**config.mk**
```make
export PLATFORM = sky130hd
export DESIGN_NAME = pokey_bus_sched
export DESIGN_NICKNAME = d
export VERILOG_FILES = /design/src/rtl/pokey_pkg.sv /design/src/rtl/pokey_seq_rom.sv /design/src/rtl/pokey_bus_sched.sv
export SDC_FILE = /design/constraint.sdc
export NUM_CORES = 1
export LEC_CHECK = 0
export ABC_CLOCK_PERIOD_IN_PS = 2500
export BUFFER_PORTS_ARGS = -buffer_cell sky130_fd_sc_hd__buf_2
export CAP_MARGIN = 10
export CORE_MARGIN = 5
export CORE_UTILIZATION = 30
export CTS_CLUSTER_DIAMETER = 80
export CTS_CLUSTER_SIZE = 14
export DETAILED_ROUTE_END_ITERATION = 10
export SLEW_MARGIN = 20
export SYNTH_ARGS = -nofsm -noshare
export SYNTH_HDL_FRONTEND = slang
export SYNTH_SLANG_ARGS = --single-unit
```
**constraint.sdc**
```tcl
create_clock -name clk -period 2.5 [get_ports clk]
set_input_delay 0.25 -clock clk [delete_from_list [all_inputs] [get_ports clk]]
set_output_delay 0.25 -clock clk [all_outputs]
set_load 0.01 [all_outputs]
```
**src/rtl/pokey_pkg.sv**
```systemverilog
// Shared constants and types for the POKEY bus scheduler.
// Defining POKEY_UNMUTE_EN adds the UNMUTE sequencer state.
package pokey_pkg;

  localparam logic [3:0] ADDR_AUDC1  = 4'h1;
  localparam logic [3:0] ADDR_AUDC2  = 4'h3;
  localparam logic [3:0] ADDR_AUDC3  = 4'h5;
  localparam logic [3:0] ADDR_AUDC4  = 4'h7;
  localparam logic [3:0] ADDR_AUDCTL = 4'h8;
  localparam logic [3:0] ADDR_SKCTL  = 4'hF;

  localparam int INIT_LEN = 14;
  localparam int MUTE_LEN = 8;
  localparam logic [3:0] INIT_LAST = 4'(INIT_LEN - 1);
  localparam logic [3:0] MUTE_LAST = 4'(MUTE_LEN - 1);

`ifdef POKEY_UNMUTE_EN
  typedef enum logic [1:0] {ST_INIT, ST_IDLE, ST_MUTE, ST_UNMUTE} seq_state_t;
`else
  typedef enum logic [1:0] {ST_INIT, ST_IDLE, ST_MUTE} seq_state_t;
`endif

  // AUDC register k (0..3) lives at the odd addresses 1, 3, 5, 7.
  function automatic logic [3:0] audc_addr(input logic [1:0] k);
    return {1'b0, k, 1'b1};
  endfunction

endpackage

```
**src/rtl/pokey_seq_rom.sv**
```systemverilog
// Sequencer table lookup: (mode, index) -> {chip, addr, data}.
// Mute and unmute share one layout; unmute data is substituted by the caller.
module pokey_seq_rom
  import pokey_pkg::*;
#(
  parameter logic [7:0] INIT_AUDCTL = 8'h00,
  parameter logic [7:0] INIT_SKCTL  = 8'h03
) (
  input  seq_state_t  mode,
  input  logic [3:0]  idx,
  output logic        chip,
  output logic [3:0]  addr,
  output logic [7:0]  data
);

  logic [3:0] j;

  always_comb begin
    chip = 1'b0;
    addr = 4'h0;
    data = 8'h00;
    j    = 4'h0;
    if (mode == ST_INIT) begin
      // Seven entries per chip: AUDCTL, SKCTL reset, SKCTL run, four AUDC clears.
      chip = (idx >= 4'd7);
      j    = chip ? (idx - 4'd7) : idx;
      case (j)
        4'd0: begin
          addr = ADDR_AUDCTL;
          data = INIT_AUDCTL;
        end
        4'd1: addr = ADDR_SKCTL;
        4'd2: begin
          addr = ADDR_SKCTL;
          data = INIT_SKCTL;
        end
        default: addr = audc_addr(2'(j - 4'd3));
      endcase
    end else begin
      chip = idx[2];
      addr = audc_addr(idx[1:0]);
    end
  end

endmodule

```
**src/rtl/pokey_bus_sched.sv**
```systemverilog
// Shares the two POKEY register ports between the CPU (always first) and the
// init/mute write sequencer. POKEY_UNMUTE_EN adds shadow AUDC replay.
module pokey_bus_sched
  import pokey_pkg::*;
#(
  parameter logic [7:0] INIT_AUDCTL = 8'h00,
  parameter logic [7:0] INIT_SKCTL  = 8'h03
) (
  input  logic        clk,
  input  logic        reset,
  input  logic        ce2Hd,
  input  logic        cpu_cs,
  input  logic        cpu_sel,
  input  logic [3:0]  cpu_addr,
  input  logic        cpu_we,
  input  logic [7:0]  cpu_wdata,
  output logic [7:0]  cpu_rdata,
  input  logic [7:0]  pk_rdata0,
  input  logic [7:0]  pk_rdata1,
  input  logic        mute_req,
`ifdef POKEY_UNMUTE_EN
  input  logic        unmute_req,
`endif
  output logic [1:0]  pk_cs,
  output logic [3:0]  pk_addr,
  output logic        pk_we,
  output logic [7:0]  pk_wdata,
  output logic        init_done,
  output logic        seq_busy
);

  seq_state_t state_q, state_d;
  logic [3:0] idx_q, idx_d;
  logic       init_done_q, init_done_d;
  logic       mute_prev_q, mute_pend_q, mute_pend_d, mute_edge, mute_take;
  logic       rom_chip;
  logic [3:0] rom_addr;
  logic [7:0] rom_data, seq_data;
  logic       seq_own;

  pokey_seq_rom #(
    .INIT_AUDCTL(INIT_AUDCTL),
    .INIT_SKCTL (INIT_SKCTL)
  ) u_rom (
    .mode(state_q),
    .idx (idx_q),
    .chip(rom_chip),
    .addr(rom_addr),
    .data(rom_data)
  );

`ifdef POKEY_UNMUTE_EN
  logic [7:0] shadow_q [8];
  logic       shadow_wr;
  logic       unmute_prev_q, unmute_pend_q, unmute_pend_d, unmute_edge, unmute_take;

  assign shadow_wr   = ce2Hd & cpu_cs & cpu_we & ~cpu_addr[3] & cpu_addr[0];
  assign unmute_edge = unmute_req & ~unmute_prev_q;
  assign seq_data    = (state_q == ST_UNMUTE) ? shadow_q[idx_q[2:0]] : rom_data;

  // Shadow slot {chip, AUDC k} matches the mute-table entry index.
  always_ff @(posedge clk) begin
    if (reset) begin
      for (int i = 0; i < 8; i++) shadow_q[i] <= 8'h00;
    end else if (shadow_wr) begin
      shadow_q[{cpu_sel, cpu_addr[2:1]}] <= cpu_wdata;
    end
  end
`else
  assign seq_data = rom_data;
`endif

  assign mute_edge = mute_req & ~mute_prev_q;
  assign seq_busy  = (state_q != ST_IDLE);
  assign init_done = init_done_q;
  assign cpu_rdata = cpu_sel ? pk_rdata1 : pk_rdata0;
  assign seq_own   = ce2Hd & ~cpu_cs & seq_busy & ~reset;

  always_comb begin
    pk_cs    = 2'b00;
    pk_addr  = 4'h0;
    pk_we    = 1'b0;
    pk_wdata = 8'h00;
    if (cpu_cs) begin
      pk_cs    = ce2Hd ? (cpu_sel ? 2'b10 : 2'b01) : 2'b00;
      pk_addr  = cpu_addr;
      pk_we    = cpu_we;
      pk_wdata = cpu_wdata;
    end else if (seq_own) begin
      pk_cs    = rom_chip ? 2'b10 : 2'b01;
      pk_addr  = rom_addr;
      pk_we    = 1'b1;
      pk_wdata = seq_data;
    end
  end

  always_comb begin
    state_d     = state_q;
    idx_d       = idx_q;
    init_done_d = init_done_q;
    mute_take   = 1'b0;
`ifdef POKEY_UNMUTE_EN
    unmute_take = 1'b0;
`endif
    if (ce2Hd) begin
      case (state_q)
        ST_INIT: begin
          if (seq_own) begin
            if (idx_q == INIT_LAST) begin
              state_d     = ST_IDLE;
              idx_d       = 4'd0;
              init_done_d = 1'b1;
            end else begin
              idx_d = idx_q + 4'd1;
            end
          end
        end
        ST_IDLE: begin
          if (mute_pend_q) begin
            state_d   = ST_MUTE;
            idx_d     = 4'd0;
            mute_take = 1'b1;
          end
`ifdef POKEY_UNMUTE_EN
          else if (unmute_pend_q) begin
            state_d     = ST_UNMUTE;
            idx_d       = 4'd0;
            unmute_take = 1'b1;
          end
`endif
        end
        default: begin
          // MUTE and UNMUTE walk the same 8-entry layout; a fresh mute restarts it.
          if (mute_pend_q) begin
            state_d   = ST_MUTE;
            idx_d     = 4'd0;
            mute_take = 1'b1;
          end
`ifdef POKEY_UNMUTE_EN
          else if (state_q == ST_UNMUTE && unmute_pend_q) begin
            idx_d       = 4'd0;
            unmute_take = 1'b1;
          end
`endif
          else if (seq_own) begin
            if (idx_q == MUTE_LAST) begin
              state_d = ST_IDLE;
              idx_d   = 4'd0;
            end else begin
              idx_d = idx_q + 4'd1;
            end
          end
        end
      endcase
    end
    mute_pend_d = (mute_pend_q & ~mute_take) | mute_edge;
`ifdef POKEY_UNMUTE_EN
    unmute_pend_d = (unmute_pend_q & ~unmute_take) | unmute_edge;
`endif
  end

  always_ff @(posedge clk) begin
    if (reset) begin
      state_q     <= ST_INIT;
      idx_q       <= 4'd0;
      init_done_q <= 1'b0;
      mute_prev_q <= 1'b0;
      mute_pend_q <= 1'b0;
`ifdef POKEY_UNMUTE_EN
      unmute_prev_q <= 1'b0;
      unmute_pend_q <= 1'b0;
`endif
    end else begin
      state_q     <= state_d;
      idx_q       <= idx_d;
      init_done_q <= init_done_d;
      mute_prev_q <= mute_req;
      mute_pend_q <= mute_pend_d;
`ifdef POKEY_UNMUTE_EN
      unmute_prev_q <= unmute_req;
      unmute_pend_q <= unmute_pend_d;
`endif
    end
  end

endmodule

```
==> results of run 1 <==
power groups by stage:
stage,Combinational (W),Clock [W],Sequential (W)
2_1_floorplan,0.0000662,0,0.000152
3_3_place_gp,0.000117,0,0.000153
3_5_place_dp,0.000119,0,0.000153
4_1_cts,0.000119,0.000110,0.000150
5_1_grt,0.000131,0.000121,0.000150
6_report,0.000118,0.000104,0.000150
how the worst max path moves through the flow:
stage / from / end / cells past startpoint
2_1_floorplan: idx_q[1] / pk_addr[1] / 8
3_3_place_gp: idx_q[1] / pk_addr[1] / 8
3_5_place_dp: idx_q[1] / pk_addr[1] / 8
4_1_cts: idx_q[1] / pk_addr[1] / 8
5_1_grt: idx_q[1] / pk_addr[1] / 8
6_report: idx_q[1] / pk_addr[1] / 8
routing by layer:
metal | part of all wire | wire length [µm]
met1 | 0.42 | 1190
met3 | 0.088 | 247
met2 | 0.48 | 1350
met4 | 0.0043 | 12
met5 | 0 | 0
stage by stage:
step | total power (W) | setup slack, ns | hold WS, ns
floorplan | 0.000218 | 0.413 | 0.378
global placement | 0.000269 | 0.383 | 0.451
detailed placement | 0.000272 | 0.287 | 0.465
CTS | 0.000379 | 0.0144 | 0.229
global route | 0.000402 | 0.0355 | 0.229
finish | 0.000372 | 0.196 | 0.228
worst max-delay path, cell delays in order, from the launching register on:
cell and delay, ns:
dfxtp_2 0.46, inv_1 0.09, ha_1 0.37, nand2b_1 0.11
a21oi_1 0.06, o311ai_1 0.32, xor2_1 0.18, o21ai_1 0.06
buf_2 0.14
sequential cells by signal, indices dropped and copies added (netlist names):
register	flops
idx_q	4
init_done	1
mute_prev_q	1
mute_pend_q	1
state_q	2
layout by cell type (no fill, tap or decap), types with 2 or more instances in the layout:
cell type | Yosys | final
nand3_1 | 4 | 4
a22o_1 | 2 | 2
nor3_1 | 5 | 5
mux2_2 | 8 | 8
clkbuf_4 | 0 | 3
a21oi_1 | 13 | 13
nand2_1 | 19 | 19
inv_1 | 2 | 2
o21ai_1 | 2 | 2
a31oi_1 | 2 | 2
dfxtp_1 | 9 | 8
nor2b_1 | 4 | 4
buf_2 | 5 | 59
o21ai_0 | 9 | 9
o311a_1 | 2 | 2
nor2_1 | 11 | 11
and2_1 | 6 | 6
area by class of cell:
type                    count  area, µm²
well taps                  44       55.1
flip-flops and latches      9        181
multi-input cells         114        729
clock buffers               4       26.3
fillers                   322       1780
repair buffers             60        303
inverters                   2       7.51
timing repair:
item / CTS / global route
buffers inserted: 0 / 0
resized for setup: 0 / 2
endpoints found under the setup margin: 0 / 6
logic make-up after synthesis:
group / share of synthesized area
xor+xnor: 0.00907
mux: 0.0933
fa+ha+maj: 0.0259
simple gates: 0.330
compound gates: 0.294
flops: 0.187
buf+inv: 0.0609
==> results.ini, run 1 <==
[setup_path]
required_ns=2.25
worstSetupPathType=flip-flop to output port
worstPathArrival_ns=2.05
reg2reg_from=state_q[1]
startpoint_type=flip-flop
reg2reg_depth=4
r2r_slack_ns=0.85
r2r_end=idx_q[3]
endpoint_kind=output port
crit_path_max_fanout=14

[power_and_ir_drop]
p_switching_w=0.000105
peakVddDrop_mv=0.194
power_frac_comb=0.317
p_leak_nw=0.602
clock_power_share=0.281
switching_share=0.282
internal_power_w=0.000267
power.density_mw_per_mm2=286
seq_power_share=0.403

[die]
die_area_mm2=0.00445
fp.dieH_um=66.7
rows=20
core-area_mm2=0.00308
start_util=0.314
die_w_um=66.7
io_pins=60

[min_path]
hp-start=mute_req
hp-class=input port to flip-flop
min_to=mute_prev_q
min_path_cells=2

[synthesis]
synth_top_cell_area_share=0.187
ys_warn_count=0
synth.distinct_cells=44
synth_area_leaders=dfxtp_1, mux2_2, nand2_1, a21oi_1, o21ai_0
syn-num-nets=172
yosysMostFrequentCell=nand2_1
synth_area_um2=966
synth-edff-count=0
synthArstFlopShare=0
ys_seq_area_frac=0.187
ys_ff_latch=9
synth_ff_type=dfxtp_1
synth_common_cells=nand2_1, a21oi_1, nor2_1
yosys.area.top_type=dfxtp_1
syn_inst=135
syn_avg_cell_area_um2=7.16

[layout]
nNetsFinal=227
design_area_mm2=0.00130
instances_no_fill=233
antennaDiodeCount=0
syn2layout_area_growth_pct=34.8
postLayoutCoreUtil=0.423
drive_above_1_share=0.423

[grt]
met2_usage=0.219
grt_pass1_wl_um=4480
met3_usage=0.0202
grt.busiest_layer=met2
track_usage=0.125
grt_max_degree=21
antenna_found_initial=0
overflow=0
grt_pass1_vias=1046
gr-usage-met1=0.151

[detailed_routing]
routed_wl_um=2800
drt_iter0_drc=73
drc=0
vias=1173
avgViaCountPerCell=5.03
wire_per_inst_um=12.0
dr.pass1.iters=4
ant_nets=0

[outcome]
status=completed

[cts]
insertion_delay_ns=0.25
cts_tree=yes
postCtsHoldBufs=0
cts_buffer_depth=2
ctsHtreeMaxLevel=1
clk_pin_slew_ns=0.06
cts_root_buffer=clkbuf_4
cts_buffers=3
cts_sinks=9

[sta]
period_share=0.922
tightest_slew_ns=0.576
setup_viol=0
hold_viol=0
slew_headroom=0.614
finClkSkew_ns=0.00130
rsz0062_at_grt=no
fmax_mhz=434
slew_violations=0
setup_tns_ns=0
period_minus_slack_ns=2.30

[placed_design]
dp_cells=229
placed_cell_area_mm2=0.00127
place_congestion=0.852
port_buffers=59
dp_hpwl_um=2290

[flow_run]
drv_cap=0

(Power assumes the default switching activity.)
==> run 2: changes to the inputs <==
--- a/config.mk
+++ b/config.mk
@@ -8,11 +8,12 @@
 export ABC_CLOCK_PERIOD_IN_PS = 2500
 export BUFFER_PORTS_ARGS = -buffer_cell sky130_fd_sc_hd__buf_2
 export CAP_MARGIN = 10
-export CORE_MARGIN = 5
+export CORE_MARGIN = 2
 export CORE_UTILIZATION = 30
 export CTS_CLUSTER_DIAMETER = 80
 export CTS_CLUSTER_SIZE = 14
 export DETAILED_ROUTE_END_ITERATION = 10
+export RECOVER_POWER = 50
 export SLEW_MARGIN = 20
 export SYNTH_ARGS = -nofsm -noshare
 export SYNTH_HDL_FRONTEND = slang
==> results.ini, run 2 (synthesized netlist as in run 1, its figures left out) <==
[detailed_routing]
drc=0  ; unchanged
wire_per_inst_um=11.6  ; -3.0%
dr.pass1.iters=4  ; unchanged
avgViaCountPerCell=5.03  ; about the same
vias=1172  ; -0.085%
ant_nets=0  ; unchanged
drt_iter0_drc=46  ; -37%
routed_wl_um=2710  ; -3.0%

[grt]
grt_max_degree=21  ; unchanged
grt_pass1_vias=993  ; -5.1%
met3_usage=0.0128  ; -0.00744
gr-usage-met1=0.199  ; +0.0486
met2_usage=0.252  ; +0.0329
grt.busiest_layer=met2
grt_pass1_wl_um=4300  ; -4.0%
antenna_found_initial=0  ; unchanged
overflow=0  ; unchanged
track_usage=0.149  ; +0.0241

[placed_design]
placed_cell_area_mm2=0.00127  ; unchanged
port_buffers=59  ; unchanged
dp_hpwl_um=2180  ; -4.9%
dp_slack_ns=0.295  ; +0.00749 ns
place_congestion=0.783  ; -8.1%

[layout]
layout_commonest_cell=buf_2
layout_common_cells=buf_2, nand2_1, clkbuf_1, a21oi_1, nor2_1
syn2layout_area_growth_pct=34.8  ; unchanged
design_area_mm2=0.00130  ; unchanged
top_register=idx_q
largest_register_ffs=4  ; unchanged
nNetsFinal=227  ; unchanged
reg_top3=idx_q x4, state_q x2
nFillCells=351  ; +9.0%
drive_above_1_share=0.354  ; -0.0688
antennaDiodeCount=0  ; unchanged

[die]
fp.dieH_um=60.7  ; -9.0%
io_pins=60  ; unchanged
die_w_um=60.7  ; -9.0%
rows=20  ; unchanged
die_area_mm2=0.00369  ; -17%
core-area_mm2=0.00305  ; -0.81%
start_util=0.316  ; +0.00257

[cts]
cts_setup_buffers=0  ; unchanged
cts_sinks=9  ; unchanged
insertion_delay_ns=0.26  ; about the same
cts_buffers=3  ; unchanged
clk_pin_slew_ns=0.06  ; about the same
ctsHtreeMaxLevel=1  ; unchanged
cts_root_buffer=clkbuf_4
cts_tree=yes
postCtsHoldBufs=0  ; unchanged
cts_buffer_depth=2  ; unchanged
cts_resized=0  ; unchanged

[setup_path]
required_ns=2.25  ; about the same
endpoint_kind=output port
worstPathArrival_ns=2.10  ; +0.05 ns
worstSetupPathType=flip-flop to output port
startpoint_type=flip-flop
crit_path_max_fanout=14  ; unchanged

[sta]
tightest_slew_ns=0.812  ; +0.235 ns
fmax_mhz=425  ; -2.1%
slew_headroom=0.459  ; -0.156
period_minus_slack_ns=2.35  ; +0.0485 ns
finClkSkew_ns=0.00814  ; +0.00684 ns
period_share=0.941  ; +0.0194
hold_viol=0  ; unchanged
setup_tns_ns=0  ; unchanged
rsz0062_at_grt=no
setup_viol=0  ; unchanged
worst_slack_ns=0.147  ; -0.0485 ns
slew_violations=0  ; unchanged

[power_and_ir_drop]
p_leak_nw=0.558  ; -7.3%
peakVddDrop_mv=0.193  ; -0.14%
power.density_mw_per_mm2=287  ; +0.29%

[outcome]
status=completed

[flow_run]
drv_cap=0  ; unchanged

[min_path]
hp-class=input port to flip-flop

[run 2: worst paths after layout]
check	startpoint	to	slack [ns]	depth (start not counted)
min reg2reg	init_done	init_done	0.47	2
min	mute_req	mute_prev_q	0.22	2
max	idx_q[1]	pk_addr[1]	0.15	8
max reg2reg	idx_q[1]	idx_q[3]	0.84	6
[run 2: routing by layer]
layer | up-vias | part of all wire
li1 | 600 | -
met1 | 533 | 0.45
met2 | 36 | 0.48
met3 | 3 | 0.053
met4 | 0 | 0.0077
met5 | - | 0
[run 2: layout make-up]
type,instances,area (µm²),share of cell area
Multi-Input combinational cell,114,747,0.573
Inverter,2,7.51,0.00576
Timing Repair Buffer,60,284,0.218
Tap cell,44,55.1,0.0423
Clock inverter,1,5.00,0.00384
Clock buffer,3,22.5,0.0173
Sequential cell,9,181,0.139
[run 2: power by group]
part,switching [W],internal (W),total (W)
logic,0.0000585,0.0000560,0.000115
clock network,0.0000500,0.0000589,0.000109
registers,0.00000360,0.000146,0.000150
[run 2: stage by stage]
step | utilization | power [W] | instances | hold slack, ns
final | 0.427 | 0.000373 | 233 | 0.221
after global routing | 0.427 | 0.000405 | 233 | 0.240
after detailed placement | 0.417 | 0.000271 | 229 | 0.458
after global placement | 0.417 | 0.000269 | 229 | 0.450
after floorplan | - | 0.000218 | 135 | 0.378
after CTS | 0.426 | 0.000385 | 233 | 0.218
[run 2: worst max-delay path: stages, from the launching register on]
cell and delay, ns:
dfxtp_2 0.47, inv_1 0.10, ha_1 0.42, nand4_1 0.12
a21oi_1 0.17, o311ai_2 0.13, xor2_1 0.18, o21ai_1 0.11
buf_2 0.14
==> run 3: changes to the inputs <==
--- a/config.mk
+++ b/config.mk
@@ -13,6 +13,7 @@
 export CTS_CLUSTER_DIAMETER = 80
 export CTS_CLUSTER_SIZE = 14
 export DETAILED_ROUTE_END_ITERATION = 10
+export MAX_ROUTING_LAYER = met4
 export RECOVER_POWER = 50
 export SLEW_MARGIN = 20
 export SYNTH_ARGS = -nofsm -noshare
==> results.ini, run 3 (synthesized netlist as in run 1, its figures left out) <==
[power_and_ir_drop]
power.total_w=0.000371  ; -0.68%
p_leak_nw=0.566  ; +1.5%
power.density_mw_per_mm2=288  ; +0.68%
peakVddDrop_mv=0.226  ; +17%

[sta]
fmax_mhz=430  ; +1.1%
slew_headroom=0.450  ; -0.00889
slew_violations=0  ; unchanged
period_minus_slack_ns=2.33  ; -0.0258 ns
hold_viol=0  ; unchanged
tightest_slew_ns=0.825  ; +0.0133 ns
whs_ns=0.233  ; +0.0122 ns
rsz0062_at_grt=no
period_share=0.931  ; -0.0103
setup_tns_ns=0  ; unchanged
finClkSkew_ns=0.00361  ; -0.00453 ns
setup_viol=0  ; unchanged

[placed_design]
place_congestion=0.804  ; +2.6%
port_buffers=59  ; unchanged
dp_hpwl_um=2190  ; +0.72%

[setup_path]
crit_path_max_fanout=14  ; unchanged
worstPathArrival_ns=2.08  ; -0.02 ns
required_ns=2.25  ; about the same
endpoint_kind=output port
r2r_slack_ns=0.75  ; -0.09 ns
worstSetupPathType=flip-flop to output port
startpoint_type=flip-flop
reg2reg_from=idx_q[1]
r2r_end=idx_q[3]
reg2reg_depth=6  ; unchanged

[min_path]
min_to=mute_prev_q
min_path_cells=2  ; unchanged
hp-start=mute_req
hp-class=input port to flip-flop

[detailed_routing]
dr.pass1.iters=4  ; unchanged
wire_per_inst_um=12.0  ; +3.4%
routed_wl_um=2810  ; +3.4%
drc=0  ; unchanged
wl_met2_um=1310  ; -0.61%
avgViaCountPerCell=4.94  ; -1.9%
met3_length_um=143  ; unchanged
drt_iter0_drc=28  ; -39%
vias=1150  ; -1.9%
wl_met1_um=1350  ; +9.8%
routed.top_layer=met3
ant_nets=0  ; unchanged

[layout]
layout_commonest_cell=buf_2
drive_above_1_share=0.349  ; -0.00529
antennaDiodeCount=0  ; unchanged
layout_common_cells=buf_2, nand2_1, a21oi_1, clkbuf_1, nor2_1
nNetsFinal=227  ; unchanged
reg_top3=idx_q x4, state_q x2
postLayoutCoreUtil=0.421  ; -0.00574
syn2layout_area_growth_pct=33.0
largest_register_ffs=4  ; unchanged
top_register=idx_q

[cts]
cts_tree=yes
cts_root_buffer=clkbuf_4
postCtsHoldBufs=0  ; unchanged
cts_sinks=9  ; unchanged
clk_pin_slew_ns=0.06  ; about the same
cts_buffer_depth=2  ; unchanged
insertion_delay_ns=0.25  ; about the same
cts_buffers=3  ; unchanged
ctsHtreeMaxLevel=1  ; unchanged

[die]
start_util=0.316  ; unchanged
core-area_mm2=0.00305  ; unchanged
die_area_mm2=0.00369  ; unchanged
fp.dieH_um=60.7  ; unchanged
die_w_um=60.7  ; unchanged
io_pins=60  ; unchanged
rows=20  ; unchanged

[grt]
antenna_found_initial=0  ; unchanged
grt_pass1_vias=981  ; -1.2%
overflow=0  ; unchanged
grt_max_degree=21  ; unchanged
track_usage=0.154  ; +0.00508
grt_pass1_wl_um=4370  ; +1.6%

[outcome]
status=completed

[flow_run]
drv_cap=0  ; unchanged

[run 3: cell types whose count changed in the layout (fill, tap and decap cells not counted), sizes merged]
cell / before / now
clkinv: 1 / 0
clkbuf: 18 / 16
buf: 45 / 48
[run 3: area by class of cell]
cell class	count	area (µm²)
fillers	336	1770
multi-input cells	114	727
repair buffers	60	288
flip-flops and latches	9	181
well taps	44	55.1
clock buffers	4	26.3
inverters	2	7.51
[run 3: per-stage QoR]
stage | instance area [µm²] | worst slack (ns) | cells
floorplan | 966 | 0.413 | 135
global placement | 1270 | 0.372 | 229
detailed placement | 1270 | 0.299 | 229
CTS | 1300 | 0.0181 | 233
global route | 1280 | 0.00281 | 233
finish | 1280 | 0.173 | 233
[run 3: what timing repair did]
item	CTS	global route
setup endpoints to repair	0	6
buffers inserted	0	0
gates resized for setup	0	1
[run 3: metal layers]
metal,global-route usage,up-vias
met1,0.211,515
met3,0.0107,0
met2,0.252,34
met5,-,-
met4,0.0280,0
li1,-,601
[run 3: power breakdown]
group / leakage, nW / switching, W / total [W] / internal [W]
clock: 0.0150 / 0.0000449 / 0.000106 / 0.0000611
sequential: 0.0736 / 0.00000353 / 0.000150 / 0.000146
combinational: 0.478 / 0.0000585 / 0.000115 / 0.0000563
total: 0.566 / 0.000107 / 0.000371 / 0.000264
[run 3: worst max-delay path by stage]
| stage | to | slack [ns] | from | cells past startpoint |
|---|---|---|---|---|
| 2_1_floorplan | pk_addr[1] | 0.41 | idx_q[1] | 8 |
| 3_3_place_gp | pk_addr[3] | 0.37 | idx_q[1] | 7 |
| 3_5_place_dp | pk_addr[1] | 0.30 | idx_q[1] | 8 |
| 4_1_cts | pk_addr[1] | 0.02 | idx_q[1] | 8 |
| 5_1_grt | pk_addr[1] | 0.003 | idx_q[1] | 8 |
| 6_report | pk_addr[3] | 0.17 | idx_q[1] | 7 |
[run 3: worst max-delay path: stages (launching register included)]
cell and delay [ns]:
dfxtp_2 0.45, ha_1 0.38, inv_1 0.08, o21ai_0 0.14, a21bo_2 0.25, nor4_1 0.23
a22o_1 0.16, buf_2 0.13
